## src/rtl/uart_pkg.sv

```systemverilog
// Shared types and helpers for the uart_rx_cfg receiver.
// The PARITY state encoding exists only when UART_RX_PARITY_EN is defined.
package uart_pkg;

    localparam int DefaultOversample = 16;

    typedef enum logic [2:0] {
        StIdle      = 3'd0,
        StStart     = 3'd1,
        StData      = 3'd2,
        StStop      = 3'd3,
        StBreakWait = 3'd4
`ifdef UART_RX_PARITY_EN
        ,
        StParity    = 3'd5
`endif
    } uart_state_e;

    // Expected parity bit for the low nbits of word: even parity when odd=0.
    function automatic logic parity_bit(input logic [8:0] word, input int nbits, input logic odd);
        logic p;
        p = odd;
        for (int i = 0; i < 9; i++) begin
            if (i < nbits) begin
                p = p ^ word[i];
            end
        end
        return p;
    endfunction

endpackage

```

## src/rtl/uart_rx_sampler.sv

```systemverilog
// Line synchronizer and 3-sample majority voter for uart_rx_cfg.
// bit_val is meaningful in the cycle where sample_cnt equals OVERSAMPLE/2 + 1.
module uart_rx_sampler #(
    parameter int OVERSAMPLE = 16,
    parameter int CNT_W      = 4
) (
    input  logic             clk,
    input  logic             rst_n,
    input  logic             rx,
    input  logic [CNT_W-1:0] sample_cnt,
    output logic             rx_s,
    output logic             bit_val
);

    localparam int MID = OVERSAMPLE / 2;
    localparam logic [CNT_W-1:0] CntEarly = CNT_W'(MID - 1);
    localparam logic [CNT_W-1:0] CntMid   = CNT_W'(MID);

    logic sync_1;
    logic sync_2;
    logic samp_early;
    logic samp_mid;

    // Flops reset to 1 so a released reset never looks like a start edge.
    always_ff @(posedge clk or negedge rst_n) begin
        if (!rst_n) begin
            sync_1     <= 1'b1;
            sync_2     <= 1'b1;
            samp_early <= 1'b1;
            samp_mid   <= 1'b1;
        end else begin
            sync_1 <= rx;
            sync_2 <= sync_1;
            if (sample_cnt == CntEarly) begin
                samp_early <= sync_2;
            end
            if (sample_cnt == CntMid) begin
                samp_mid <= sync_2;
            end
        end
    end

    assign rx_s    = sync_2;
    assign bit_val = (samp_early & samp_mid) | (samp_early & sync_2) | (samp_mid & sync_2);

endmodule

```

## src/rtl/uart_rx_cfg.sv

```systemverilog
// Oversampling UART receiver with glitch rejection and break handling.
// Define UART_RX_PARITY_EN to add a checked parity bit after the data bits.
module uart_rx_cfg
    import uart_pkg::*;
#(
    parameter int DATA_BITS  = 8,
    parameter int OVERSAMPLE = DefaultOversample,
    parameter int STOP_BITS  = 1,
    parameter int PARITY_ODD = 0
) (
    input  logic                 clk,
    input  logic                 rst_n,
    input  logic                 rx,
    output logic [DATA_BITS-1:0] data,
    output logic                 valid,
    output logic                 frame_err,
    output logic                 parity_err,
    output logic                 busy
);

    localparam int CNT_W = $clog2(OVERSAMPLE);
    localparam logic [CNT_W-1:0] CntDecide = CNT_W'(OVERSAMPLE / 2 + 1);
    localparam logic [CNT_W-1:0] CntLast   = CNT_W'(OVERSAMPLE - 1);
    localparam logic [3:0]       LastData  = 4'(DATA_BITS);
    localparam logic [3:0]       LastStop  = 4'(STOP_BITS - 1);

    if (DATA_BITS < 5 || DATA_BITS > 9) begin : g_bad_data_bits
        $error("uart_rx_cfg: DATA_BITS must be 5..9");
    end
    if (OVERSAMPLE < 8 || OVERSAMPLE > 64 || (OVERSAMPLE % 2) != 0) begin : g_bad_oversample
        $error("uart_rx_cfg: OVERSAMPLE must be even and 8..64");
    end
    if (STOP_BITS < 1 || STOP_BITS > 2 || PARITY_ODD < 0 || PARITY_ODD > 1) begin : g_bad_misc
        $error("uart_rx_cfg: STOP_BITS must be 1..2 and PARITY_ODD 0..1");
    end

    uart_state_e          state;
    logic [CNT_W-1:0]     sample_cnt;
    logic [3:0]           bit_cnt;
    logic [DATA_BITS-1:0] shreg;
    logic                 stop_err;
    logic                 rx_s;
    logic                 bit_val;
    logic                 decide;
    logic                 wrap;
    logic                 stop_bad;
    logic                 par_bad;

    uart_rx_sampler #(
        .OVERSAMPLE(OVERSAMPLE),
        .CNT_W     (CNT_W)
    ) u_sampler (
        .clk       (clk),
        .rst_n     (rst_n),
        .rx        (rx),
        .sample_cnt(sample_cnt),
        .rx_s      (rx_s),
        .bit_val   (bit_val)
    );

    assign decide   = (sample_cnt == CntDecide);
    assign wrap     = (sample_cnt == CntLast);
    assign stop_bad = stop_err | ~bit_val;

`ifdef UART_RX_PARITY_EN
    logic par_err;
    logic parity_pulse;
    assign par_bad    = par_err;
    assign parity_err = parity_pulse;
`else
    assign par_bad    = 1'b0;
    assign parity_err = 1'b0;
`endif

    always_ff @(posedge clk or negedge rst_n) begin
        if (!rst_n) begin
            state        <= StIdle;
            sample_cnt   <= '0;
            bit_cnt      <= '0;
            shreg        <= '0;
            stop_err     <= 1'b0;
            data         <= '0;
            valid        <= 1'b0;
            frame_err    <= 1'b0;
            busy         <= 1'b0;
`ifdef UART_RX_PARITY_EN
            par_err      <= 1'b0;
            parity_pulse <= 1'b0;
`endif
        end else begin
            valid     <= 1'b0;
            frame_err <= 1'b0;
`ifdef UART_RX_PARITY_EN
            parity_pulse <= 1'b0;
`endif
            if (state == StIdle || state == StBreakWait || wrap) begin
                sample_cnt <= '0;
            end else begin
                sample_cnt <= sample_cnt + 1'b1;
            end

            case (state)
                StIdle: begin
                    if (!rx_s) begin
                        state <= StStart;
                        busy  <= 1'b1;
                    end
                end
                StStart: begin
                    if (decide && bit_val) begin
                        state      <= StIdle;
                        busy       <= 1'b0;
                        sample_cnt <= '0;
                    end else if (wrap) begin
                        state   <= StData;
                        bit_cnt <= '0;
                    end
                end
                StData: begin
                    if (decide) begin
                        shreg   <= {bit_val, shreg[DATA_BITS-1:1]};
                        bit_cnt <= bit_cnt + 4'd1;
                    end
                    if (wrap && bit_cnt == LastData) begin
                        bit_cnt  <= '0;
                        stop_err <= 1'b0;
`ifdef UART_RX_PARITY_EN
                        state    <= StParity;
`else
                        state    <= StStop;
`endif
                    end
                end
`ifdef UART_RX_PARITY_EN
                StParity: begin
                    if (decide) begin
                        par_err <= (bit_val != parity_bit(9'(shreg), DATA_BITS, 1'(PARITY_ODD)));
                    end
                    if (wrap) begin
                        state <= StStop;
                    end
                end
`endif
                StStop: begin
                    if (decide) begin
                        if (bit_cnt == LastStop) begin
                            // Results and the return to IDLE land on the same edge.
                            data       <= shreg;
                            valid      <= ~(stop_bad | par_bad);
                            frame_err  <= stop_bad;
`ifdef UART_RX_PARITY_EN
                            parity_pulse <= par_err;
`endif
                            state      <= stop_bad ? StBreakWait : StIdle;
                            busy       <= stop_bad;
                            sample_cnt <= '0;
                            bit_cnt    <= '0;
                            stop_err   <= 1'b0;
                        end else begin
                            stop_err <= stop_bad;
                            bit_cnt  <= bit_cnt + 4'd1;
                        end
                    end
                end
                StBreakWait: begin
                    if (rx_s) begin
                        state <= StIdle;
                        busy  <= 1'b0;
                    end
                end
                default: begin
                    state <= StIdle;
                    busy  <= 1'b0;
                end
            endcase
        end
    end

endmodule

```

## config.mk

```make
export PLATFORM = sky130hd
export DESIGN_NAME = uart_rx_cfg
export DESIGN_NICKNAME = d
export VERILOG_FILES = /design/src/rtl/uart_pkg.sv /design/src/rtl/uart_rx_sampler.sv /design/src/rtl/uart_rx_cfg.sv
export SDC_FILE = /design/constraint.sdc
export NUM_CORES = 1
export LEC_CHECK = 0
export CAP_MARGIN = 15
export CORE_AREA = 2 2 59 61
export CTS_CLUSTER_SIZE = 8
export DETAILED_ROUTE_END_ITERATION = 10
export DIE_AREA = 0 0 61 63
export PLACE_DENSITY_LB_ADDON = 0.1
export REMOVE_ABC_BUFFERS = 1
export SETUP_SLACK_MARGIN = 0.5
export SYNTH_ARGS = -nofsm -noshare
export SYNTH_HDL_FRONTEND = slang
export SYNTH_SLANG_ARGS = --single-unit
```

## constraint.sdc

```tcl
create_clock -name clk -period 5.5 [get_ports clk]
set_input_delay 1.65 -clock clk [delete_from_list [all_inputs] [get_ports clk]]
set_output_delay 1.65 -clock clk [all_outputs]
set_load 0.02 [all_outputs]
```

### Yosys cells after proc, flatten, opt, wreduce, memory -nomap -nowiden

Cells that the tools add are included.

* add/subtract/negate cells: 2
* multipliers: 0
* div/mod/pow operators: 0
* magnitude comparators: 0
* equality and inequality tests: 19
* shift-type cells: 0
* muxes and demuxes: 37
* bitwise operators: 9
* reduce and logical (&&, ||, !) cells: 14

Operator list (number)
* two-way mux 4 bit: 10
* two-way mux 3 bit: 8
* == test 4 bit, second input constant: 4
* one-hot mux 3 bit (5 select lines): 1
* two-way mux 1 bit: 14
* != test 2 bit, second input constant: 7
* one-hot mux 4 bit (3 select lines): 1
* AND reduction 6 bit: 2
* adder 4 x 1 -> 4 bit, second input constant: 2
* one-hot mux 4 bit (2 select lines): 1
* == test 3 x 2 -> 1 bit, second input constant: 2
* != test 3 bit, second input constant: 2
* AND reduction 3 bit: 2
* one-hot mux 1 bit (5 select lines): 1
* AND reduction 5 bit: 1
* == test 4 x 3 -> 1 bit, second input constant: 1
* logical NOT 4 bit: 1
* bitwise AND 1 bit: 3
* == test 3 x 1 -> 1 bit, second input constant: 1
* == test 3 bit, second input constant: 1
* logical NOT 3 bit: 1
* inverter 1 bit: 3
* bitwise OR 1 bit: 3
* nonzero test 3 bit: 1
* 6 further kinds: 8

* flip-flop bits (word level): 35
* latch bits: 0
* RAM bits: 0
* ROM bits: 0
* input bits: 3
* output and inout bits: 12
* word-level logic and storage cells: 94
* memories: 0

### Longest topological paths before layout

* depth after elaboration: 9
* mapped depth: 8
* depth with buffers taken out: 7

### Hierarchy

From an unflattened synthesis, not the netlist that was laid out.

* cells, all modules: 144
* area total of the unflattened synthesis: 1732.9 um2

By module, submodules not included
* uart_rx_cfg: times used 1, cells an instance 135, area an instance 1571.5 um2, sequential area each 775.7 um2
* uart_rx_sampler: times used 1, cells an instance 9, area an instance 161.4 um2, sequential area each 105.1 um2

### Worst setup path before layout

OpenSTA, ideal clock, no wires.

* path kind: register -> output
* start: reg busy
* end: out busy
* arrival: 0.423 ns
* data required time: 3.850 ns
* setup slack: 3.427 ns
* cell stages (with the launch flop): 1
* path buffers: 0
* cell sequence: dfrtp_1

RTL lines
* start: declaration: line uart_rx_cfg.sv:18 `output logic busy`
* start signal: assignment: line uart_rx_cfg.sv:155 `busy <= stop_bad;`

No word-level cell between the ends.

### Worst setup path after layout

* start: reg data[0]
* end: out data[0]

RTL lines
* start: declaration: line uart_rx_cfg.sv:14 `output logic [DATA_BITS-1:0] data,`
* start signal: assignment: line uart_rx_cfg.sv:148 `data <= shreg;`

No word-level cell between the ends.

==> impl_results.md <==
* Clk_lat worst skew at 0.33 ns
* Die X at 61 microns
* GRT overflow at 0
* IO Count at 15
* Largest family of logic cells by synthesized area: multiplexers
* Simple-Gate Fraction of Synth Area at 0.1430
* Yosys top cell area share at 0.4593
* EDFF count, synth at 0
* Root Driver: clkbuf_4
* Final worst-path cycle share at 0.5369
* Buf/Inv on CP at 1
* Pin count of the biggest net entering global routing at 36
* Worst-margin pin slew at 0.6037 ns
* Power Density at 328.3 nW/um^2
* Via count at 1124
* Synthesized area per cell at 11.90 sq um
* Kind of critical path: flip-flop to output port
* Worst Setup Start Kind: flip-flop
* Vias per cell at 5.510
* Yosys warnings at 0
* Vias in the first global route at 1201
* Worst Skew at 0.007581 ns
* Routability congestion estimate at 0.7963
* Setup WS post-layout at 2.547 ns
* Post-CTS Resized at 0
* Antenna Cells at 0
* FP Rows at 21
* MaxCap Viol Count at 0
* Leading area contributor after synthesis: dfrtp_1
* 1st-pass router iterations at 4
* Worst-case vdd ir drop at 185.0 uV
* Worst min path class: flip-flop to flip-flop
* Die area at 3843 sq um
* Final hold viol count at 0
* Post-synthesis xor/xnor area fraction at 0.01037
* Synthesized flop and latch total at 35
* Maximum root-to-sink buffer count at 2
* Antenna violations before repair at 0
* CP max FO at 2
* Adder and majority cell fraction of the synthesized area at 0.04370
* Slew HR at 0.5963
* Status: completed
* Area post-placement at 1848 sq um
* Post-synthesis cell type count at 43
* Worst path max stage delay at 0.61 ns
* Die Y-Extent at 63 microns
* # DRC at 0
* CTS tree: built
* Mapped cell area at 1689 sq um
* Clk pin slew, worst setup/hold paths at 0.11 ns
* First-pass GRT wire length at 5485 microns
* Initial Utilization at 0.5226
* Port buffer count at 13
* H-tree levels at 2
* Layout cell share with drive strength beyond 1 at 0.2405
* Post-Synthesis Cells at 142
* Cell at the slowest stage of the critical path: clkdlybuf4s50_1
* Placed insts at 196
* Setup tns final at 0 ns
* Synth Area in Compound Gates at 0.08148
* Tmin final at 2.953 ns
* Area grow syn2layout at 14.52%
* Tot GR Track Use at 0.1925
* RSZ-0062 raised after global routing: false
* Final WL at 2960 microns
* # setup viols final at 0
* Most used DFF post-synth: dfrtp_1
* FFs w/ async S/R, synth at 1.000
* CTS Hold Buffers Added at 0
* CTS sink cnt at 35
* Mux cell area share after synthesis at 0.1585
* Postcts setup bufs at 0
* Most frequent cells in the layout: dfrtp_1, mux2_2, clkdlybuf4s50_1
* Design area at 1934 sq um
* Sequential area share after synthesis at 0.5215
* Worst Path Arrival at 1.30 ns
* WL per Instance at 14.51 microns
* Top delay family on crit path: buffers and inverters
* Top area cells in the synthesized netlist: dfrtp_1, mux2_2, dfstp_2
* Post-route ant nets at 0
* Critical Path RT at 3.85 ns
* Max Slew Vio Count at 0
* CTS buffer count at 5
* Final core utilization at 0.5985
* Critical Path End Type: output port
* Post-Layout Cell Count at 204
* Nets@finish at 165
* Fill cell count at 271
* Fmax achieved at 338.7 MHz
* Post-DP HPWL at 2093 microns
* Pre-CTS setup slack at 2.909 ns
* DR iter-0 viols at 54
* Leak at 0.8775 nW
* Most common cell after layout, fill and taps aside: dfrtp_1
* Core footprint at 3232 sq um
* Cell Chain, Critical Path: clkdlybuf4s50_1
==> kinds of logic after synthesis <==
family / count (synthesis)
and+or+nand+nor: 41
DFF: 35
muxes: 24
AOI/OAI and AO/OA: 19
buffers and inverters: 14
adders and majority gates: 6
xor gates and xnor gates: 2
other: 1
==> cell type report <==
type / count / area [sq um] / share of cell area
inverters: 8 / 30.03 / 0.01552
well taps: 46 / 57.56 / 0.02975
clock inverters: 2 / 35.03 / 0.01811
flip-flops and latches: 35 / 880.8 / 0.4554
multi-input cells: 93 / 742.0 / 0.3836
clock buffers: 6 / 51.30 / 0.02652
repair buffers: 14 / 137.6 / 0.07115
==> layer usage <==
| metal | global-route usage | vias up | wire (microns) |
|---|---|---|---|
| li1 | - | 535 | - |
| met3 | 0.07039 | 2 | 123 |
| met4 | 0.07609 | 0 | 18 |
| met5 | 0 | - | 0 |
| met2 | 0.2970 | 22 | 1530 |
| met1 | 0.2418 | 565 | 1287 |
==> power breakdown <==
| part | leakage, nW | total [mW] | internal (mW) | switching, mW |
|---|---|---|---|---|
| Combinational | 0.361 | 0.122 | 0.0588 | 0.0631 |
| Clock | 0.0482 | 0.194 | 0.107 | 0.0863 |
| Sequential | 0.468 | 0.319 | 0.288 | 0.0316 |
==> worst paths after layout <==
| path | start | slack, ns | to | depth (start not counted) |
|---|---|---|---|---|
| max reg2reg | bit_cnt[0] | 3.00 | sample_cnt[3] | 6 |
| max | data[0] | 2.55 | data[0] | 1 |
| max in group asynchronous | rst_n | 3.44 | u_sampler.samp_mid | 2 |
| min reg2reg | u_sampler.sync_1 | 0.37 | u_sampler.rx_s | 0 |
| min in group asynchronous | rst_n | 1.71 | state[2] | 2 |
| min | u_sampler.sync_1 | 0.37 | u_sampler.rx_s | 0 |
==> cell usage after synthesis (2+ instances only) <==
master	number
dfrtp_1	31
mux2_2	18
inv_1	8
nand2_1	7
nor2_1	7
ha_1	5
nand3_1	5
a21oi_1	4
dfstp_2	4
mux2_1	4
and3_1	3
nand3b_1	3
nand4_1	3
o22ai_1	3
a211oi_1	2
buf_2	2
clkbuf_1	2
mux2i_1	2
nor3_1	2
nor3b_1	2
o21bai_1	2
or2_2	2
==> per-stage QoR <==
stage          power, mW  hold slack, ns
5_1_grt           0.6769          0.3670
3_5_place_dp      0.4461          0.3557
4_1_cts           0.6446          0.3733
6_report          0.6351          0.3726
3_3_place_gp      0.4416          0.3466
2_1_floorplan     0.4083          0.3452
==> registers in the layout (all words and copies together) (netlist names) <==
name	cells
bit_cnt	4
u_sampler.rx_s	1
u_sampler.samp_mid	1
data	8
busy	1
shreg	8
u_sampler.samp_early	1
frame_err	1
valid	1
state	3
u_sampler.sync_1	1
stop_err	1
sample_cnt	4
Power figures use the tool's default switching activity.
